$ cat config.mk
export PLATFORM = sky130hd
export DESIGN_NAME = dds_cmd_parser
export DESIGN_NICKNAME = d
export VERILOG_FILES = /design/src/rtl/dds_cmd_parser.sv
export SDC_FILE = /design/constraint.sdc
export NUM_CORES = 1
export LEC_CHECK = 0
export CELL_PAD_IN_SITES_DETAIL_PLACEMENT = 2
export CELL_PAD_IN_SITES_GLOBAL_PLACEMENT = 2
export CORE_MARGIN = 2
export CORE_UTILIZATION = 37
export DETAILED_ROUTE_END_ITERATION = 8
export PLACE_DENSITY_LB_ADDON = 0.1
export REMOVE_ABC_BUFFERS = 1
export SETUP_SLACK_MARGIN = 0.02
export SYNTH_ARGS = -nofsm -noshare
export SYNTH_HDL_FRONTEND = slang
export SYNTH_SLANG_ARGS = --single-unit
$ cat constraint.sdc
create_clock -name clk -period 4.5 [get_ports clk]
set_clock_uncertainty 0.1 [all_clocks]
set_input_delay 0.45 -clock clk [delete_from_list [all_inputs] [get_ports clk]]
set_output_delay 0.45 -clock clk [all_outputs]
set_load 0.02 [all_outputs]
$ cat src/rtl/dds_cmd_parser.sv
// Byte-command decoder for a bank of DDS channels: shadowed tuning-word writes,
// atomic SET commit, enables, readback and ACK/NAK responses over a UART link.
module dds_cmd_parser #(
  parameter int          NUM_CH         = 4,
  parameter int          WORD_BYTES     = 4,
  parameter int          TIMEOUT_CYCLES = 1200000,
  parameter logic [7:0]  ACK            = 8'h06,
  parameter logic [7:0]  NAK            = 8'h15,
  localparam int         W              = 8 * WORD_BYTES
) (
  input  logic                clk,
  input  logic                rst,
  input  logic                received,
  input  logic [7:0]          rx_byte,
  input  logic                tx_busy,
  output logic                transmit,
  output logic [7:0]          tx_byte,
  output logic [NUM_CH-1:0]   en,
  output logic [NUM_CH*W-1:0] m,
  output logic                set,
  output logic                error
);

  localparam int CW    = (NUM_CH > 1) ? $clog2(NUM_CH) : 1;
  localparam int IW    = (WORD_BYTES > 1) ? $clog2(WORD_BYTES) : 1;
  localparam int TW    = $clog2(TIMEOUT_CYCLES);
  localparam logic [IW-1:0] LAST = IW'(WORD_BYTES - 1);
  localparam logic [TW-1:0] TMAX = TW'(TIMEOUT_CYCLES - 1);

  typedef enum logic [1:0] {IDLE, PAYLOAD, READ_TX, RESP} state_t;

  state_t                     state_q, state_d;
  logic [IW-1:0]              idx_q, idx_d;
  logic [CW-1:0]              ch_q, ch_d;
  logic [TW-1:0]              cnt_q, cnt_d;
  logic [7:0]                 resp_q, resp_d;
  logic [W-1:0]               asm_q, asm_d;
  logic [NUM_CH-1:0][W-1:0]   shadow_q, shadow_d;
  logic [NUM_CH-1:0][W-1:0]   m_q, m_d;
  logic [NUM_CH-1:0]          en_q, en_d;
  logic                       set_q, set_d;
  logic                       error_q, error_d;
  logic [7:0]                 tx_byte_q, tx_byte_d;
  logic                       gap_q;
  logic [7:0]                 cur_byte;
  logic                       tx_ok;

  logic [3:0]    opcode;
  logic [CW-1:0] ch_in;
  logic          cmd_bad;

  assign opcode  = rx_byte[7:4];
  assign ch_in   = rx_byte[CW-1:0];
  assign cmd_bad = (opcode < 4'h1) || (opcode > 4'h5) ||
                   ((opcode != 4'h4) && ({1'b0, rx_byte[3:0]} >= 5'(NUM_CH)));

  // A strobe needs an idle transmitter and at least one quiet cycle after the last strobe.
  assign tx_ok = !tx_busy && !gap_q;

  always_comb begin
    state_d   = state_q;
    idx_d     = idx_q;
    ch_d      = ch_q;
    cnt_d     = cnt_q;
    resp_d    = resp_q;
    asm_d     = asm_q;
    shadow_d  = shadow_q;
    m_d       = m_q;
    en_d      = en_q;
    set_d     = 1'b0;
    error_d   = error_q;
    transmit  = 1'b0;
    cur_byte  = resp_q;
    if (received) error_d = 1'b0;
    case (state_q)
      IDLE: if (received) begin
        ch_d  = ch_in;
        idx_d = '0;
        cnt_d = '0;
        resp_d  = ACK;
        state_d = RESP;
        if (cmd_bad) begin
          error_d = 1'b1;
          resp_d  = NAK;
        end else begin
          case (opcode)
            4'h1:    state_d = PAYLOAD;
            4'h2:    en_d[ch_in] = 1'b1;
            4'h3:    en_d[ch_in] = 1'b0;
            4'h4: begin
              m_d   = shadow_q;
              set_d = 1'b1;
            end
            default: state_d = READ_TX;
          endcase
        end
      end
      PAYLOAD: begin
        if (received) begin
          cnt_d = '0;
          asm_d[{idx_q, 3'b000} +: 8] = rx_byte;
          idx_d = idx_q + 1'b1;
          if (idx_q == LAST) begin
            shadow_d[ch_q] = asm_d;
            resp_d  = ACK;
            state_d = RESP;
          end
        end else if (cnt_q == TMAX) begin
          error_d = 1'b1;
          resp_d  = NAK;
          state_d = RESP;
        end else begin
          cnt_d = cnt_q + 1'b1;
        end
      end
      READ_TX: begin
        cur_byte = m_q[ch_q][{idx_q, 3'b000} +: 8];
        if (tx_ok) begin
          transmit = 1'b1;
          idx_d    = idx_q + 1'b1;
          if (idx_q == LAST) begin
            resp_d  = ACK;
            state_d = RESP;
          end
        end
      end
      default: if (tx_ok) begin
        transmit = 1'b1;
        state_d  = IDLE;
      end
    endcase
    tx_byte   = transmit ? cur_byte : tx_byte_q;
    tx_byte_d = tx_byte;
  end

  always_ff @(posedge clk) begin
    if (rst) begin
      state_q   <= IDLE;
      idx_q     <= '0;
      ch_q      <= '0;
      cnt_q     <= '0;
      resp_q    <= '0;
      asm_q     <= '0;
      shadow_q  <= '0;
      m_q       <= '0;
      en_q      <= '0;
      set_q     <= 1'b0;
      error_q   <= 1'b0;
      tx_byte_q <= '0;
      gap_q     <= 1'b0;
    end else begin
      state_q   <= state_d;
      idx_q     <= idx_d;
      ch_q      <= ch_d;
      cnt_q     <= cnt_d;
      resp_q    <= resp_d;
      asm_q     <= asm_d;
      shadow_q  <= shadow_d;
      m_q       <= m_d;
      en_q      <= en_d;
      set_q     <= set_d;
      error_q   <= error_d;
      tx_byte_q <= tx_byte_d;
      gap_q     <= transmit;
    end
  end

  assign en    = en_q;
  assign m     = m_q;
  assign set   = set_q;
  assign error = error_q;

endmodule
**Yosys cells after proc, flatten, opt, wreduce, memory -nomap -nowiden**

Cells that the tools add are included.

- Output and inout port bits: 143
- Bits in registers: 338
- Input bits: 12
- Word-level logic and storage cells: 121

- Reductions and logical operators: 25
- Magnitude comparators: 7
- Muxes and demuxes: 44
- Bitwise gates (word level): 6
- Add/sub/neg operators: 3
- Equality and inequality tests: 14
- Shifts and indexed selects: 3

Operator list:

| kind | number |
|---|---|
| bitwise mux 128 bit | 1 |
| binary-select mux 32 bit (select 2 bit) | 1 |
| demux 32 bit (select 2 bit) | 1 |
| two-way mux 32 bit | 2 |
| two-way mux 21 bit | 3 |
| two-way mux 8 bit | 7 |
| one-hot mux 21 bit (2 select lines) | 1 |
| bitwise mux 32 bit | 1 |
| variable shift 8 x 7 -> 32 bit (first input constant) | 1 |
| indexed part select 32 x 6 -> 8 bit | 1 |
| indexed part select 8 x 7 -> 32 bit | 1 |
| one-hot mux 8 bit (3 select lines) | 1 |
| adder 21 x 1 -> 21 bit (second input constant) | 1 |
| equality test 21 bit (second input constant) | 1 |
| two-way mux 2 bit | 10 |
| AND reduction 4 bit | 5 |
| one-hot mux 2 bit (3 select lines) | 2 |
| two-way mux 1 bit | 9 |
| equality test 4 x 2 -> 1 bit (second input constant) | 2 |
| one-hot mux 4 bit (2 select lines) | 1 |
| negator 5 -> 7 bit | 1 |
| < comparator 2 x 3 -> 1 bit (second input constant) | 2 |
| != test 2 bit (second input constant) | 3 |
| != test 3 bit (second input constant) | 2 |
| 29 further kinds | 42 |

**Depth between registers and ports, before layout**

Gate-level depths: netlist of the first run.

- Depth after elaboration: 7
- Gate-level depth with buffers: 10
- Gate-level depth less buffers: 7

**Least setup slack after synthesis of the first run**

Ideal clock, no wire load.

- Path type: reg-to-output
- Start: register state_q[0]
- End: output port tx_byte[4]
- Arrival time: 2.115 ns
- Required time: 3.950 ns
- Path buffers: 3
- Cell stages (with the launch flop): 10
- Setup slack: 1.835 ns
- Path through: dfxtp_1 inv_1 ha_1 buf_2 or3_1 clkbuf_1 clkbuf_1 nor2_1 a21oi_1 nor3_1

- Word-level cells in the longest chain between the ends: 4
- Elaborated cells on any way between the ends: 7
- Those cells by class: eq/ne: 2; mux: 3; reduce/logical: 2

Ends and longest elaborated chain:

| element | line | source |
|---|---|---|
| start, declared | 32 | `state_t state_q, state_d;` |
| start signal, assigned | 152 | `state_q <= state_d;` |
| equality test 2 x 1 -> 1 bit / zero test 2 bit (equally long branches) | 75 | `case (state_q)` |
| OR reduction 2 bit (no source line) | - |  |
| two-way mux 1 bit | - |  |
| two-way mux 8 bit (*) | 132 | `tx_byte = transmit ? cur_byte : tx_byte_q;` |
| end, declared | 17 | `output logic [7:0] tx_byte,` |

Every way passes the cells marked *; elsewhere a longest branch is shown, timed or not.

**Final worst setup path of the first run**

- Start: register ch_q[0]
- End: output port tx_byte[1]

- Word-level cells in the longest chain between the ends: 5

Ends and longest elaborated chain:

| element | line | source |
|---|---|---|
| start, declared | 34 | `logic [CW-1:0] ch_q, ch_d;` |
| start signal, assigned | 154 | `ch_q <= ch_d;` |
| binary-select mux 32 bit (select 2 bit) | 117 | `cur_byte = m_q[ch_q][{idx_q, 3'b000} +: 8];` |
| two-way mux 32 bit (not written as such) | 117 |  |
| indexed part select 32 x 6 -> 8 bit | 117 |  |
| two-way mux 8 bit | 75 |  |
| two-way mux 8 bit | 132 |  |

No other way between the ends. The select of a mux whose other input is x is not followed.

==> results of run 1 <==
critical path, stage by stage (launching register included):
cell and delay (ns):
dfxtp_4 1.02, buf_4 0.37, mux2i_1 0.11, a22oi_1 0.21, nand2_1 0.21, a211oi_1 0.46, clkdlybuf4s50_1 0.70
state kept, by name, indices dropped and copies added, names as in the netlist, 8 cells and up, named ones only:
signal,flops
m,128
resp_q,8
asm_q,32
cnt_q,21
shadow_q,128
tx_byte_q,8
layer usage:
metal | GRT usage | part of all wire | vias up | wire length, um
li1 | - | - | 5863 | -
met3 | 0.0330 | 0.034 | 78 | 1730
met5 | 0 | 0.00026 | - | 13
met4 | 0.0727 | 0.024 | 2 | 1210
met1 | 0.334 | 0.45 | 6410 | 22700
met2 | 0.452 | 0.49 | 206 | 24900
kinds of logic (layout without fill, tap and decap cells):
group | after synthesis | in the layout | share of synthesized area
AOI/OAI and AO/OA | 438 | 438 | 0.206
xor gates and xnor gates | 16 | 16 | 0.0101
adders and majority gates | 11 | 11 | 0.00992
buffers and inverters | 148 | 270 | 0.0456
DFF | 338 | 338 | 0.488
muxes | 73 | 73 | 0.0529
and+or+nand+nor | 606 | 606 | 0.188
cells in the mapped netlist, types with 11 or more instances:
library cell / count / share of area
dfxtp_1: 338 / 0.49
nand2_1: 284 / 0.077
nor2_1: 211 / 0.057
a21oi_1: 192 / 0.069
a211oi_1: 169 / 0.091
clkbuf_1: 81 / 0.022
mux2i_1: 71 / 0.051
buf_2: 39 / 0.014
nor2b_1: 33 / 0.015
a22oi_1: 31 / 0.017
inv_1: 17 / 0.0046
ha_1: 11 / 0.0099
nand2b_1: 11 / 0.0050
path summary, 6_finish.rpt:
path / from / endpoint / slack [ns] / cells after the start
setup / recovery: ch_q[0] / tx_byte[1] / 0.31 / 6
setup reg to reg: idx_q[0] / shadow_q[126] / 1.19 / 5
hold / removal: rst / m[119] / 0.23 / 2
hold reg to reg: shadow_q[43] / m[43] / 0.35 / 2
area by class of cell:
type                            instances  area, um2  share of cell area
Sequential cell                       338       6770               0.397
Multi-Input combinational cell       1144       6500               0.381
Timing Repair Buffer                  183       1840               0.108
Clock buffer                           60       1180              0.0690
Tap cell                              468        586              0.0343
Clock inverter                         10        128             0.00748
Inverter                               17       63.8             0.00374
metrics by stage:
stage	utilization	worst slack, ns	TNS (ns)	power [mW]	hold WS [ns]
2_1_floorplan	-	-5.63	-728.16	4.24	0.326
3_3_place_gp	0.429	0.795	0	4.93	0.336
5_1_grt	0.464	0.159	0	8.55	0.238
6_report	0.464	0.312	0	8.20	0.231
4_1_cts	0.464	0.282	0	8.27	0.240
3_5_place_dp	0.429	0.781	0	5.00	0.347
power breakdown:
group,switching [mW],leakage [nW],total (mW),internal [mW]
sequential,0.124,2.73,3.22,3.10
clock,1.26,0.642,3.23,1.97
combinational,1.21,1.99,1.75,0.537
total,2.59,5.36,8.20,5.60
==> key figures, run 1 <==
Status
  • Status: finished, final reports clean

Die
  • Initial Util: 0.377
  • Area of the core: 36,800 um2
  • Die Height: 198 um
  • I/O pin count: 155
  • FP Rows: 70
  • Die area: 39,000 um2
  • Die width: 198 um

Timing
  • RSZ-0062 raised after global routing: no
  • Slew Viols, Final: 0
  • Slew @ Worst Pin: 1.22 ns
  • Max_slew headroom: 0.183
  • Endpoints failing setup: 0
  • Fmax: 239 MHz
  • Final min period: 4.19 ns
  • Final hold violations: 0
  • Tcrit/Tclk final: 0.931

Detailed routing
  • DR iter-0 viols: 616
  • DRC Markers: 0
  • Routed vias/inst: 5.66
  • Post-DR wirelength/cell: 22.8 um
  • Via count: 12,559
  • Pre-antenna DRT Iters: 5
  • Routed Wire Length: 50.6 mm
  • DRT antenna net count: 0

Final layout
  • # diodes: 0
  • Nets: 1,746
  • Layout cell share with drive strength beyond 1: 0.0634
  • Leading cell types in the layout, fill and taps excluded: dfxtp_1, nand2_1, nor2_1
  • Fillers: 4,044
  • Non-Filler Instances: 2,220
  • Commonest non-fill, non-tap cell in the layout: dfxtp_1
  • Fin area: 17,100 um2
  • Synth-to-Final Area Change: 23.1%

Clock tree
  • CTS tree: done
  • H-tree depth: 2
  • Postcts setup bufs: 0
  • Clk root buf: clkbuf_16
  • Sink Count: 338
  • Resize count post-CTS: 0
  • Later-pin clock latency in the skew report: 0.53 ns
  • Num CTS Buffers: 39
  • Clock Path Buffers: 3
  • Hold-fix buffers, CTS: 0
  • CTS clk-pin slew, worst paths: 0.06 ns

Global routing
  • Pin count of the biggest net entering global routing: 140
  • GR Util All Layers: 0.259
  • Vias in the first global route: 13,568
  • GR Overflow Total: 0
  • Initial antenna violation count: 1
  • First-pass GRT wire length: 79.1 mm

Logic synthesis
  • Post-Syn Instances: 1,630
  • Mapped Area: 13,900 um2
  • Seq/Total Area, Yosys: 0.488
  • Seq cells post-synth: 338
  • Top FF cell, synth: dfxtp_1
  • Synth async-reset ratio: 0
  • Synthesized area per cell: 8.51 um2
  • Post-synth cell types: 63
  • Post-synth EDFFs: 0
  • Yosys warnings: 0

Placement
  • DP Area: 15,800 um2
  • Final HPWL from detailed placement: 32.1 mm
  • Placed Instances: 2,150
  • GP Congestion: 0.779
  • Input/output buffers: 154

Setup path
  • Crit path kind: reg -> out
  • Max FO, Critical Path: 46
  • CP Capture Type: output pin
  • Worst EP arrival: 3.64 ns
  • Critical path required time: 3.95 ns
  • Worst setup SP type: flop

Worst hold path
  • Class of the worst hold path: in -> reg

Pwr
  • Leakage: 5.36 nW
  • PD cells: 480 nW/um2
  • Peak VDD IR: 264 uV

Job
  • Max cap viols: 0
Power figures use the tool's default switching activity.
==> run 2: changes to the inputs <==
--- a/config.mk
+++ b/config.mk
@@ -8,8 +8,9 @@
 export CELL_PAD_IN_SITES_DETAIL_PLACEMENT = 2
 export CELL_PAD_IN_SITES_GLOBAL_PLACEMENT = 2
 export CORE_MARGIN = 2
-export CORE_UTILIZATION = 37
+export CORE_UTILIZATION = 41
 export DETAILED_ROUTE_END_ITERATION = 8
+export DONT_BUFFER_PORTS = 1
 export PLACE_DENSITY_LB_ADDON = 0.1
 export REMOVE_ABC_BUFFERS = 1
 export SETUP_SLACK_MARGIN = 0.02
==> constraint.sdc (replaced) <==
create_clock -name clk -period 4.5 [get_ports clk]
set_clock_uncertainty 0.1 [all_clocks]
set_input_delay 0.45 -clock clk [delete_from_list [all_inputs] [get_ports clk]]
set_output_delay 0.45 -clock clk [all_outputs]
set_load 0.005 [all_outputs]
==> key figures, run 2 (synthesized netlist as in run 1, its figures left out) <==
Final layout
  • Leading cell types in the layout, fill and taps excluded: dfxtp_1, nand2_1, nor2_1
  • Layout cell share with drive strength beyond 1: 0.0633 (about the same)
  • Final core occ: 0.470 (+0.00615)
  • Nets: 1,623 (-7.0%)
  • Fillers: 3,642 (-9.9%)
  • Synth-to-Final Area Change: 13.4%
  • Commonest non-fill, non-tap cell in the layout: dfxtp_1
  • Non-Filler Instances: 2,075 (-6.5%)
  • Fin area: 15,700 um2 (-7.9%)

Global routing
  • GR Util All Layers: 0.277 (+0.0184)
  • Pin count of the biggest net entering global routing: 223 (+59%)
  • GR Overflow Total: 0 (unchanged)
  • First-pass GRT wire length: 77.5 mm (-2.0%)
  • Vias in the first global route: 13,129 (-3.2%)
  • Initial antenna violation count: 1 (unchanged)

Clock tree
  • Num CTS Buffers: 39 (unchanged)
  • Later-pin clock latency in the skew report: 0.53 ns (about the same)
  • Sink Count: 338 (unchanged)
  • CTS tree: done
  • H-tree depth: 2 (unchanged)
  • CTS clk-pin slew, worst paths: 0.06 ns (about the same)
  • Clk root buf: clkbuf_16
  • Clock Path Buffers: 3 (unchanged)

Pwr
  • PD cells: 503 nW/um2 (+4.7%)
  • Leakage: 5.03 nW (-6.2%)
  • Design Power: 7.91 mW (-3.6%)
  • Peak VDD IR: 243 uV (-8.1%)

Detailed routing
  • Routed Wire Length: 49.0 mm (-3.1%)
  • DRT antenna net count: 0 (unchanged)
  • DRC Markers: 0 (unchanged)
  • DR iter-0 viols: 491 (-20%)
  • Routed vias/inst: 5.82 (+3.0%)
  • Via count: 12,086 (-3.8%)
  • Post-DR wirelength/cell: 23.6 um (+3.6%)
  • Pre-antenna DRT Iters: 5 (unchanged)

Die
  • I/O pin count: 155 (unchanged)
  • Die width: 188 um (-4.9%)
  • Die area: 35,300 um2 (-9.6%)
  • Area of the core: 33,400 um2 (-9.1%)
  • FP Rows: 67 (-4.3%)
  • Initial Util: 0.415 (+0.0376)
  • Die Height: 188 um (-4.9%)

Placement
  • Final HPWL from detailed placement: 29.2 mm (-9.1%)
  • GP Congestion: 0.757 (-2.9%)
  • DP Area: 14,100 um2 (-11%)
  • Placed Instances: 1,966 (-8.6%)
  • Input/output buffers: 0 (-100%)

Timing
  • Endpoints failing setup: 0 (unchanged)
  • Slew Viols, Final: 0 (unchanged)
  • Setup TNS: 0 ns (unchanged)
  • Final min period: 3.81 ns (-0.382 ns)
  • RSZ-0062 raised after global routing: no
  • Final hold violations: 0 (unchanged)
  • Slew @ Worst Pin: 1.30 ns (+0.0823 ns)
  • Max_slew headroom: 0.130 (-0.0527)
  • Fmax: 263 MHz (+10%)
  • Tcrit/Tclk final: 0.846 (-0.0850)

Setup path
  • Worst path depth: 9 (+3)
  • Critical path's top delay family: buffers and inverters
  • Worst setup SP type: flop
  • Max FO, Critical Path: 52 (+13%)
  • Worst path slowest cell: buf_4
  • Worst EP arrival: 4.17 ns (+0.53 ns)
  • CP Capture Type: flop
  • Worst Path Buf+Inv: 3 (+1)
  • Worst r2r path cells: 9 (+4)
  • Crit-path cells: inv_1, ha_1, and2_2, nand3_1, nor2_4, buf_4, nor2_1, a211oi_1, dlygate4sd3_1
  • CP peak stage delay: 0.64 ns (-0.38 ns)
  • Crit path kind: reg -> reg
  • Critical path required time: 4.86 ns (+0.91 ns)

Worst hold path
  • Hold depth: 2 (unchanged)
  • Class of the worst hold path: in -> reg

Status
  • Status: finished, final reports clean

Job
  • Max cap viols: 0 (unchanged)
## run 2: cell types whose count changed in the layout (fill, tap and decap cells not counted), moves of 2 or more
cell             before  now
bufinv_16             3    0
clkdlybuf4s50_1     153    0
buf_4                23   17
clkbuf_1             11    8
dlygate4sd3_1         0   39
buf_16                0    2
clkinv_2              6    9
buf_12                6    1
## run 2: worst paths after layout
| path | from | end | slack [ns] |
|---|---|---|---|
| worst min-delay path | rx_byte[1] | flop | 0.04 |
| worst max register to register | state_q[1] | shadow_q[123] | 0.69 |
| worst min register to register | shadow_q[79] | m[79] | 0.35 |
| worst max-delay path | state_q[1] | shadow_q[123] | 0.69 |
## run 2: per-layer routing
layer  vias up  share of wire  GRT usage
li1       5619              -          -
met1      6146           0.44      0.355
met2       254           0.49      0.478
met3        67          0.053     0.0503
met4         0          0.023     0.0769
met5         -              0          0
## run 2: power by group
group	internal [mW]	switching [mW]
sequential	3.10	0.109
combinational	0.474	1.15
clock	1.80	1.27
## run 2: what timing repair did
item | 4_1_cts | 5_1_grt
hold buffers | 41 | 0
hold endpoints to repair | 259 | 0
gates resized for setup | 0 | 0
buffers inserted | 0 | 0
## run 2: layout make-up
type	count	area, um2	area share
clock buffers	58	1180	0.0750
well taps	448	561	0.0356
repair buffers	60	598	0.0380
flip-flops and latches	338	6770	0.431
diodes	1	2.50	0.000159
inverters	17	63.8	0.00406
clock inverters	9	45.0	0.00286
multi-input cells	1144	6500	0.414
## run 2: metrics by stage
step / hold WS, ns / setup WS [ns]
finish: 0.0363 / 0.694
global route: 0.0317 / 0.415
CTS: 0.00746 / 0.778
detailed placement: 0.349 / 1.26
global placement: 0.339 / 1.26
floorplan: 0.326 / -5.63
==> run 3: changes to the inputs <==
--- a/config.mk
+++ b/config.mk
@@ -8,7 +8,7 @@
 export CELL_PAD_IN_SITES_DETAIL_PLACEMENT = 2
 export CELL_PAD_IN_SITES_GLOBAL_PLACEMENT = 2
 export CORE_MARGIN = 2
-export CORE_UTILIZATION = 41
+export CORE_UTILIZATION = 38
 export DETAILED_ROUTE_END_ITERATION = 8
 export DONT_BUFFER_PORTS = 1
 export PLACE_DENSITY_LB_ADDON = 0.1
==> constraint.sdc (replaced) <==
create_clock -name clk -period 3.95 [get_ports clk]
set_clock_uncertainty 0.1 [all_clocks]
set_input_delay 0.395 -clock clk [delete_from_list [all_inputs] [get_ports clk]]
set_output_delay 0.395 -clock clk [all_outputs]
set_load 0.005 [all_outputs]
==> key figures, run 3 (synthesized netlist as in run 1, its figures left out) <==
Final layout
  • Final core occ: 0.469 (-0.000762)
  • Fin area: 16,800 um2 (+6.7%)
  • Synth-to-Final Area Change: 21.0%
  • # diodes: 0 (-1)
  • Layout cell share with drive strength beyond 1: 0.0706 (+0.00730)
  • Commonest non-fill, non-tap cell in the layout: dfxtp_1
  • Nets: 1,718 (+5.9%)
  • Leading cell types in the layout, fill and taps excluded: dfxtp_1, nand2_1, nor2_1

Setup path
  • Crit path kind: reg -> reg
  • Max FO, Critical Path: 50 (-3.8%)
  • Worst EP arrival: 4.06 ns (-0.11 ns)
  • Worst r2r path cells: 10 (+1)
  • Worst setup SP type: flop
  • CP Capture Type: flop
  • Critical path required time: 4.33 ns (-0.53 ns)

Timing
  • RSZ-0062 raised after global routing: no
  • Setup TNS: 0 ns (unchanged)
  • Slew Viols, Final: 0 (unchanged)
  • Final hold violations: 0 (unchanged)
  • Final min period: 3.69 ns (-0.118 ns)
  • Final Worst Setup Slack: 0.263 ns (-0.432 ns)
  • Slew @ Worst Pin: 1.02 ns (-0.280 ns)
  • Tcrit/Tclk final: 0.933 (+0.0878)
  • Fmax: 271 MHz (+3.2%)
  • Max_slew headroom: 0.317 (+0.187)
  • Endpoints failing setup: 0 (unchanged)

Clock tree
  • Clock Path Buffers: 3 (unchanged)
  • Postcts setup bufs: 0 (unchanged)
  • Sink Count: 338 (unchanged)
  • Later-pin clock latency in the skew report: 0.54 ns (about the same)
  • Hold-fix buffers, CTS: 121 (+200%)
  • CTS tree: done
  • Clk root buf: clkbuf_16
  • Resize count post-CTS: 0 (unchanged)
  • CTS clk-pin slew, worst paths: 0.06 ns (about the same)
  • Num CTS Buffers: 40 (+2.6%)
  • H-tree depth: 2 (unchanged)

Pwr
  • PD cells: 558 nW/um2 (+11%)
  • Internal: 6.43 mW (+20%)
  • Leakage: 5.71 nW (+14%)
  • P_sw: 2.93 mW (+16%)
  • Design Power: 9.36 mW (+18%)
  • Sequential share of power: 0.389 (-0.016)
  • Combinational share of power: 0.208 (+0.003)
  • Peak VDD IR: 307 uV (+26%)
  • Switching part of the total: 0.313 (-0.00702)
  • Clock power share: 0.403 (+0.014)

Detailed routing
  • DRC Markers: 0 (unchanged)
  • Via count: 12,374 (+2.4%)
  • Pre-antenna DRT Iters: 4 (-1)
  • Routed Wire Length: 51.4 mm (+4.9%)
  • Routed vias/inst: 5.66 (-2.9%)
  • DRT antenna net count: 0 (unchanged)
  • Post-DR wirelength/cell: 23.5 um (-0.47%)
  • DR iter-0 viols: 573 (+17%)

Placement
  • Post-place setup slack: 0.887 ns (-0.369 ns)
  • GP Congestion: 0.773 (+2.2%)
  • Input/output buffers: 0 (unchanged)
  • Final HPWL from detailed placement: 30.4 mm (+4.2%)
  • DP Area: 14,200 um2 (+1.0%)

Global routing
  • Vias in the first global route: 13,655 (+4.0%)
  • Initial antenna violation count: 1 (unchanged)
  • Pin count of the biggest net entering global routing: 194 (-13%)
  • GR Util All Layers: 0.269 (-0.00763)
  • First-pass GRT wire length: 80.7 mm (+4.1%)
  • GR Overflow Total: 0 (unchanged)

Die
  • FP Rows: 69 (+3.0%)
  • Die width: 195 um (+3.8%)
  • Die Height: 195 um (+3.8%)
  • Die area: 38,000 um2 (+7.7%)
  • Initial Util: 0.388 (-0.0266)
  • Area of the core: 35,700 um2 (+6.9%)
  • I/O pin count: 155 (unchanged)

Job
  • Max cap viols: 0 (unchanged)

Worst hold path
  • Class of the worst hold path: in -> reg
  • Hold depth: 3 (+1)

Status
  • Status: finished, final reports clean
-- run 3: cell types whose count changed in the layout (fill, tap and decap cells not counted), moves of 2 or more --
cell,delta
buf_12,+2
buf_4,+13
bufinv_16,+2
clkbuf_8,+4
dlygate4sd3_1,+81
inv_6,+2
-- run 3: metal layers --
layer  vias up  share of wire  wire [um]  global-route usage
met3        87          0.058       2970              0.0598
met1      6228           0.42      21500               0.324
met4         2          0.026       1340              0.0777
li1       5817              -          -                   -
met5         -        0.00035         18                   0
met2       240           0.50      25500               0.481
-- run 3: per-stage QoR --
step           hold slack, ns  instances
4_1_cts               0.00563       2188
6_report               0.0269       2188
3_5_place_dp            0.346       1993
5_1_grt                0.0404       2188
2_1_floorplan           0.326       1499
3_3_place_gp            0.337       1993
-- run 3: power by group through the flow --
stage / Clock [mW] / Sequential (mW) / Combinational (mW)
floorplan: 0 / 3.70 / 1.10
global placement: 0 / 3.70 / 1.77
detailed placement: 0 / 3.71 / 1.81
CTS: 3.85 / 3.64 / 1.93
global route: 4.01 / 3.66 / 2.11
finish: 3.77 / 3.64 / 1.94
-- run 3: final timing paths --
kind	startpoint	endpoint	slack [ns]
worst min-delay path	received	error	0.03
worst max register to register	state_q[1]	shadow_q[27]	0.26
worst min register to register	shadow_q[109]	m[109]	0.35
worst max-delay path	state_q[1]	shadow_q[27]	0.26
-- run 3: area by class of cell --
class	instances	area, um2
clock inverters	12	118
fillers	3874	19000
inverters	17	63.8
flip-flops and latches	338	6770
multi-input cells	1144	6500
repair buffers	154	1510
clock buffers	62	1230
well taps	461	577
-- run 3: worst max-delay path: stages, from the launching register on --
cell           delay, ns
dfxtp_1             0.34
inv_1               0.12
ha_1                0.35
and2_2              0.48
buf_4               0.34
nand2_1             0.18
nor3_4              0.17
buf_4               0.51
nor2_1              0.14
a211oi_1            0.29
dlygate4sd3_1       0.60
